**src/rtl/mac_accumulator.sv**
```systemverilog
// Streaming signed multiply-accumulate core: sums data*weight over a frame, hands the sum out.
// Optional `MAC_SAT_EN clamps every partial sum instead of wrapping it modulo 2^(2*WIDTH).
module mac_accumulator #(
  parameter int WIDTH     = 8,
  parameter int MAX_TERMS = 16,
  parameter int CNT_W     = 5
) (
  input  logic                 clk,
  input  logic                 rst,
  input  logic                 inValid,
  output logic                 inReady,
  input  logic [WIDTH-1:0]     dataIn,
  input  logic [WIDTH-1:0]     weightIn,
  input  logic                 inLast,
  output logic                 outValid,
  input  logic                 outReady,
  output logic [2*WIDTH-1:0]   accOut,
  output logic [CNT_W-1:0]     termCount
);

  localparam int AW = 2 * WIDTH;

  typedef enum logic [1:0] {
    IDLE  = 2'd0,
    ACCUM = 2'd1,
    DONE  = 2'd2
  } state_t;

  state_t              state_r;
  state_t              state_nxt_s;
  logic [AW-1:0]       acc_r;
  logic [CNT_W-1:0]    count_r;
  logic signed [AW-1:0] data_ext_s;
  logic signed [AW-1:0] weight_ext_s;
  logic signed [AW-1:0] prod_s;
  logic signed [AW-1:0] base_s;
  logic [AW-1:0]       acc_nxt_s;
  logic                beat_s;
  logic                frame_end_s;

`ifdef MAC_SAT_EN
  logic [AW:0]         sum_s;

  // Clamp a one-bit-overflow sum back into the signed AW-bit range.
  function automatic logic [AW-1:0] sat_reduce(input logic [AW:0] s);
    if (s[AW] != s[AW-1]) begin
      sat_reduce = s[AW] ? {1'b1, {(AW-1){1'b0}}} : {1'b0, {(AW-1){1'b1}}};
    end else begin
      sat_reduce = s[AW-1:0];
    end
  endfunction
`endif

  // Operands are sign-extended so the AW-bit product is exact.
  assign data_ext_s   = {{WIDTH{dataIn[WIDTH-1]}}, dataIn};
  assign weight_ext_s = {{WIDTH{weightIn[WIDTH-1]}}, weightIn};
  assign prod_s       = data_ext_s * weight_ext_s;
  assign base_s       = (state_r == ACCUM) ? acc_r : {AW{1'b0}};
  assign beat_s       = inValid & (state_r != DONE);
  assign frame_end_s  = inLast | (count_r == CNT_W'(MAX_TERMS - 1));

`ifdef MAC_SAT_EN
  assign sum_s     = {base_s[AW-1], base_s} + {prod_s[AW-1], prod_s};
  assign acc_nxt_s = sat_reduce(sum_s);
`else
  assign acc_nxt_s = base_s + prod_s;
`endif

  // State register.
  always_ff @(posedge clk or posedge rst) begin
    if (rst) begin
      state_r <= IDLE;
    end else begin
      state_r <= state_nxt_s;
    end
  end

  // Next-state decode.
  always_comb begin
    state_nxt_s = state_r;
    case (state_r)
      IDLE, ACCUM: begin
        if (beat_s) begin
          state_nxt_s = frame_end_s ? DONE : ACCUM;
        end else begin
          state_nxt_s = state_r;
        end
      end
      DONE: begin
        if (outReady) begin
          state_nxt_s = IDLE;
        end else begin
          state_nxt_s = DONE;
        end
      end
      default: state_nxt_s = IDLE;
    endcase
  end

  // Handshake outputs; inReady is held low for as long as reset is applied.
  always_comb begin
    inReady  = 1'b0;
    outValid = 1'b0;
    case (state_r)
      IDLE, ACCUM: begin
        inReady  = ~rst;
        outValid = 1'b0;
      end
      DONE: begin
        inReady  = 1'b0;
        outValid = 1'b1;
      end
      default: begin
        inReady  = 1'b0;
        outValid = 1'b0;
      end
    endcase
  end

  // Accumulator and beat counter.
  always_ff @(posedge clk or posedge rst) begin
    if (rst) begin
      acc_r   <= {AW{1'b0}};
      count_r <= {CNT_W{1'b0}};
    end else begin
      case (state_r)
        IDLE, ACCUM: begin
          if (beat_s) begin
            acc_r   <= acc_nxt_s;
            count_r <= count_r + CNT_W'(1);
          end
        end
        DONE: begin
          if (outReady) begin
            acc_r   <= {AW{1'b0}};
            count_r <= {CNT_W{1'b0}};
          end
        end
        default: begin
          acc_r   <= {AW{1'b0}};
          count_r <= {CNT_W{1'b0}};
        end
      endcase
    end
  end

  assign accOut    = acc_r;
  assign termCount = count_r;

endmodule

```
**config.mk**
```make
export PLATFORM = sky130hd
export DESIGN_NAME = mac_accumulator
export DESIGN_NICKNAME = d
export VERILOG_FILES = /design/src/rtl/mac_accumulator.sv
export SDC_FILE = /design/constraint.sdc
export NUM_CORES = 1
export LEC_CHECK = 0
export CAP_MARGIN = 10
export CELL_PAD_IN_SITES_DETAIL_PLACEMENT = 0
export CELL_PAD_IN_SITES_GLOBAL_PLACEMENT = 2
export CORE_MARGIN = 4
export CORE_UTILIZATION = 45
export DETAILED_ROUTE_END_ITERATION = 12
export DONT_BUFFER_PORTS = 1
export GPL_ROUTABILITY_DRIVEN = 1
export PLACE_DENSITY_LB_ADDON = 0.1
export SLEW_MARGIN = 40
export SYNTH_ARGS = -nofsm -noshare
export SYNTH_HDL_FRONTEND = slang
export SYNTH_SLANG_ARGS = --single-unit
```
**constraint.sdc**
```tcl
create_clock -name clk -period 14.1 [get_ports clk]
set_input_delay 2.82 -clock clk [delete_from_list [all_inputs] [get_ports clk]]
set_output_delay 2.82 -clock clk [all_outputs]
set_load 0.01 [all_outputs]
```
==> impl_metrics.yaml <==
setup_path:
  cp.arrival_ps: 7370
  worstRegToRegCells: 18
  critPathSlowestCell: "fa_1"
  worst_setup_path_endpoint: "accOut[15]$_DFFE_PP0P_"
  startpoint_type: "input pin"
  cp_num_cells: 15
  crit_type: "in2reg"
  critPathRequiredTime_ps: 14250
  regToRegEndpoint: "accOut[15]$_DFFE_PP0P_"
  critPathBufInv: 2
  timing.reg2reg.setup_slack_ps: 8590
  r2r-start: "state_r[1]$_DFFE_PP0N_"
  crit_family: "adder cells"
  capturing_element_type_of_the_critical_path: "flip-flop"
  crit_path_start: "weightIn[0]"
  worst-path-max-fanout: 9
  crit_path_cell_trace: "and2_1 -> inv_1 -> fa_1 -> inv_1 -> fa_1 -> fa_1 -> fa_1 -> fa_1 -> ha_1 -> a21oi_1 -> o22ai_1 -> o21ai_0 -> a31oi_1 -> xnor2_1 -> o21ai_1"
  timing.critical_path.mode_cell: "fa_1"
  timing.critical_path.slowest_cell_delay_ps: 530
floorplanning:
  rows: 33
  die_w_um: 101
  core_area_um2: 8340
  start_util_pct: 46.8
  top_level_ports: 44
  die_h_um: 101
  floorplan.die_area_um2: 10200
drt:
  count_of_tritonroute_iterations_in_the_first_routing_pass: 5
  via_per_inst: 5.13
  ant_nets: 0
  initialDrtViolationCount: 56
  drc_errors: 0
  drt-total-wl_um: 8100
  via_count: 2618
  wire_per_inst_um: 15.9
place:
  placed_cells: 506
  numPortBuffers: 0
  globalplace.congestion: 0.839
  hpwl_reported_at_the_end_of_detailed_placement_um: 7040
  placement.setup.worst_slack_ps: 6580
logic_synthesis:
  ys_async_sr_fraction_pct: 100
  synth_enable_flop_cells: 0
  yosys_register_bits: 23
  synth_top_area_share_pct: 36.4
  yosysUniqueCellTypes: 38
  synthTopCellsByCount: "fa_1, inv_1, nand2_1"
  synth.net_count: 538
  dominantRegCellSynth: "dfrtp_1"
  syn-instance-count: 407
  yosys.area.top_type: "fa_1"
  most_common_cell_in_the_netlist: "fa_1"
  synth_warnings: 0
  synth.yosys.seq_area_share_pct: 14.7
  synthesis.area_um2: 3900
  synth_top_cells_by_area: "fa_1, dfrtp_1, ha_1"
  synthesis.area_per_instance_um2: 9.59
grt:
  grt_first_pass_wirelength_um: 14100
  grt_antenna_before_repair: 0
  largest_net_degree_at_the_start_of_global_routing: 25
  grt.overflow.total: 0
  grt.total_usage_pct: 17.2
  vias_in_the_first_global_route: 2807
cts:
  clk_latency_ps: 260
  tritoncts.num_buffers: 3
  numClockSinks: 23
  clk_pin_slew_ps: 80
  post_cts.resized_instances: 0
  post-cts-setup-buffer-count: 0
  cts-root-buf: "clkbuf_8"
  ctsLongestPathBuffers: 2
  ctsHtreeMaxLevel: 1
  cts_hold_buffers: 0
  cts_tree: "built"
final_layout:
  area.growth.synth_to_final_pct: 4.20
  final_cell_count_no_fill: 510
  num_antenna_cells: 0
  design.final.nets: 537
  drive_above_1_share_pct: 2.22
sta:
  slew_viol_final: 0
  max_slew.worst_pin.slew_ps: 681
  worst_clock_skew_ps: 4.34
  finalSetupViolations: 0
  clock.fmax_mhz: 138
  layout_min_cycle_time_ps: 7220
  hold_viol_final: 0
  max_slew_margin_pct: 54.6
  grt_setup_unrepaired: "false"
  setup_total_negative_slack_ps: 0
  min_period_over_period_pct: 51.2
  layout_setup_ws_ps: 6880
outcome:
  status: "completed"
power_and_ir_drop:
  cellPowerDensity_nw_per_um2: 181
  power.static_leakage_nw: 2.05
  ir_drop_mv: 0.111
hold_path:
  hp-class: "reg2reg"
flow_run:
  maxCapViolations: 0
## layout make-up
| class | instances | area, um2 |
|---|---|---|
| clock buffer | 3 | 41.3 |
| clock inverter | 1 | 5.00 |
| fill | 810 | 4270 |
| inverter | 71 | 267 |
| multi-input combinational | 306 | 3040 |
| sequential | 23 | 576 |
| tap | 105 | 131 |
| timing repair buffer | 1 | 7.51 |
## worst min-delay path by stage
stage | from | to | slack, ps | depth (start not counted)
after floorplan | state_r[0]$_DFFE_PP0N_ | termCount[2]$_DFFE_PP0P_ | 500 | 1
after global routing | state_r[0]$_DFFE_PP0N_ | termCount[2]$_DFFE_PP0P_ | 590 | 1
final | state_r[0]$_DFFE_PP0N_ | termCount[2]$_DFFE_PP0P_ | 540 | 1
after global placement | state_r[0]$_DFFE_PP0N_ | termCount[2]$_DFFE_PP0P_ | 540 | 1
after detailed placement | accOut[2]$_DFFE_PP0P_ | accOut[2]$_DFFE_PP0P_ | 560 | 2
after CTS | state_r[0]$_DFFE_PP0N_ | termCount[2]$_DFFE_PP0P_ | 560 | 1
## worst register-to-register path: cells and delay by family, from the launching register on
kind / cells / cell delay (ps)
buffers and inverters: 4 / 410
and+or+nand+nor: 2 / 520
xor gates and xnor gates: 1 / 160
adders and majority gates: 6 / 2740
AOI/OAI and AO/OA: 5 / 910
DFF: 1 / 640
## state kept, by name (all words and copies together) (netlist names)
| name | flops |
|---|---|
| state_r | 2 |
| accOut | 16 |
| termCount | 5 |
## power by group
part,switching [W],internal [W],leakage [nW]
clock,0.0000212,0.0000197,0.0255
combinational,0.000299,0.000265,1.72
sequential,0.0000392,0.0000912,0.295
## through the flow
stage / instance area (um2) / utilization, % / hold WS (ps) / power (W)
after CTS: 4070 / 48.8 / 557 / 0.000753
after floorplan: 3900 / - / 496 / 0.000577
after global placement: 4010 / 48.1 / 540 / 0.000699
after global routing: 4070 / 48.8 / 587 / 0.000839
final: 4070 / 48.8 / 544 / 0.000735
after detailed placement: 4020 / 48.2 / 556 / 0.000706
## routing by layer
metal / global-route usage (%) / wire, um / up-vias
li1: - / - / 1265
met1: 25.8 / 3900 / 1305
met2: 27.5 / 3840 / 42
met3: 2.41 / 331 / 6
met4: 2.04 / 33 / 0
met5: 0 / 0 / -
## cells by family (layout without fill, tap and decap cells)
| logic type | Yosys count | after routing | share of synthesized area, % |
|---|---|---|---|
| buf+inv | 78 | 76 | 7.56 |
| mux | 2 | 2 | 0.513 |
| fa+ha+maj | 110 | 110 | 48.9 |
| xor+xnor | 15 | 15 | 3.37 |
| flops | 23 | 23 | 14.7 |
| simple gates | 139 | 139 | 18.0 |
| compound gates | 40 | 40 | 6.92 |
## cell usage in the layout, fill, tap and decap left out, types with 3 or more instances in the layout
master	n
a21oi_1	7
a32o_1	3
and2_1	41
and3_1	3
clkbuf_8	3
dfrtp_1	23
fa_1	71
ha_1	39
inv_1	69
nand2_1	55
nand2b_1	3
nand3b_1	6
nor2_1	17
nor2b_1	5
nor3_1	3
o21a_1	5
o21ai_0	9
o31ai_1	4
xnor2_1	10
xor2_1	5
Power figures use the tool's default switching activity.
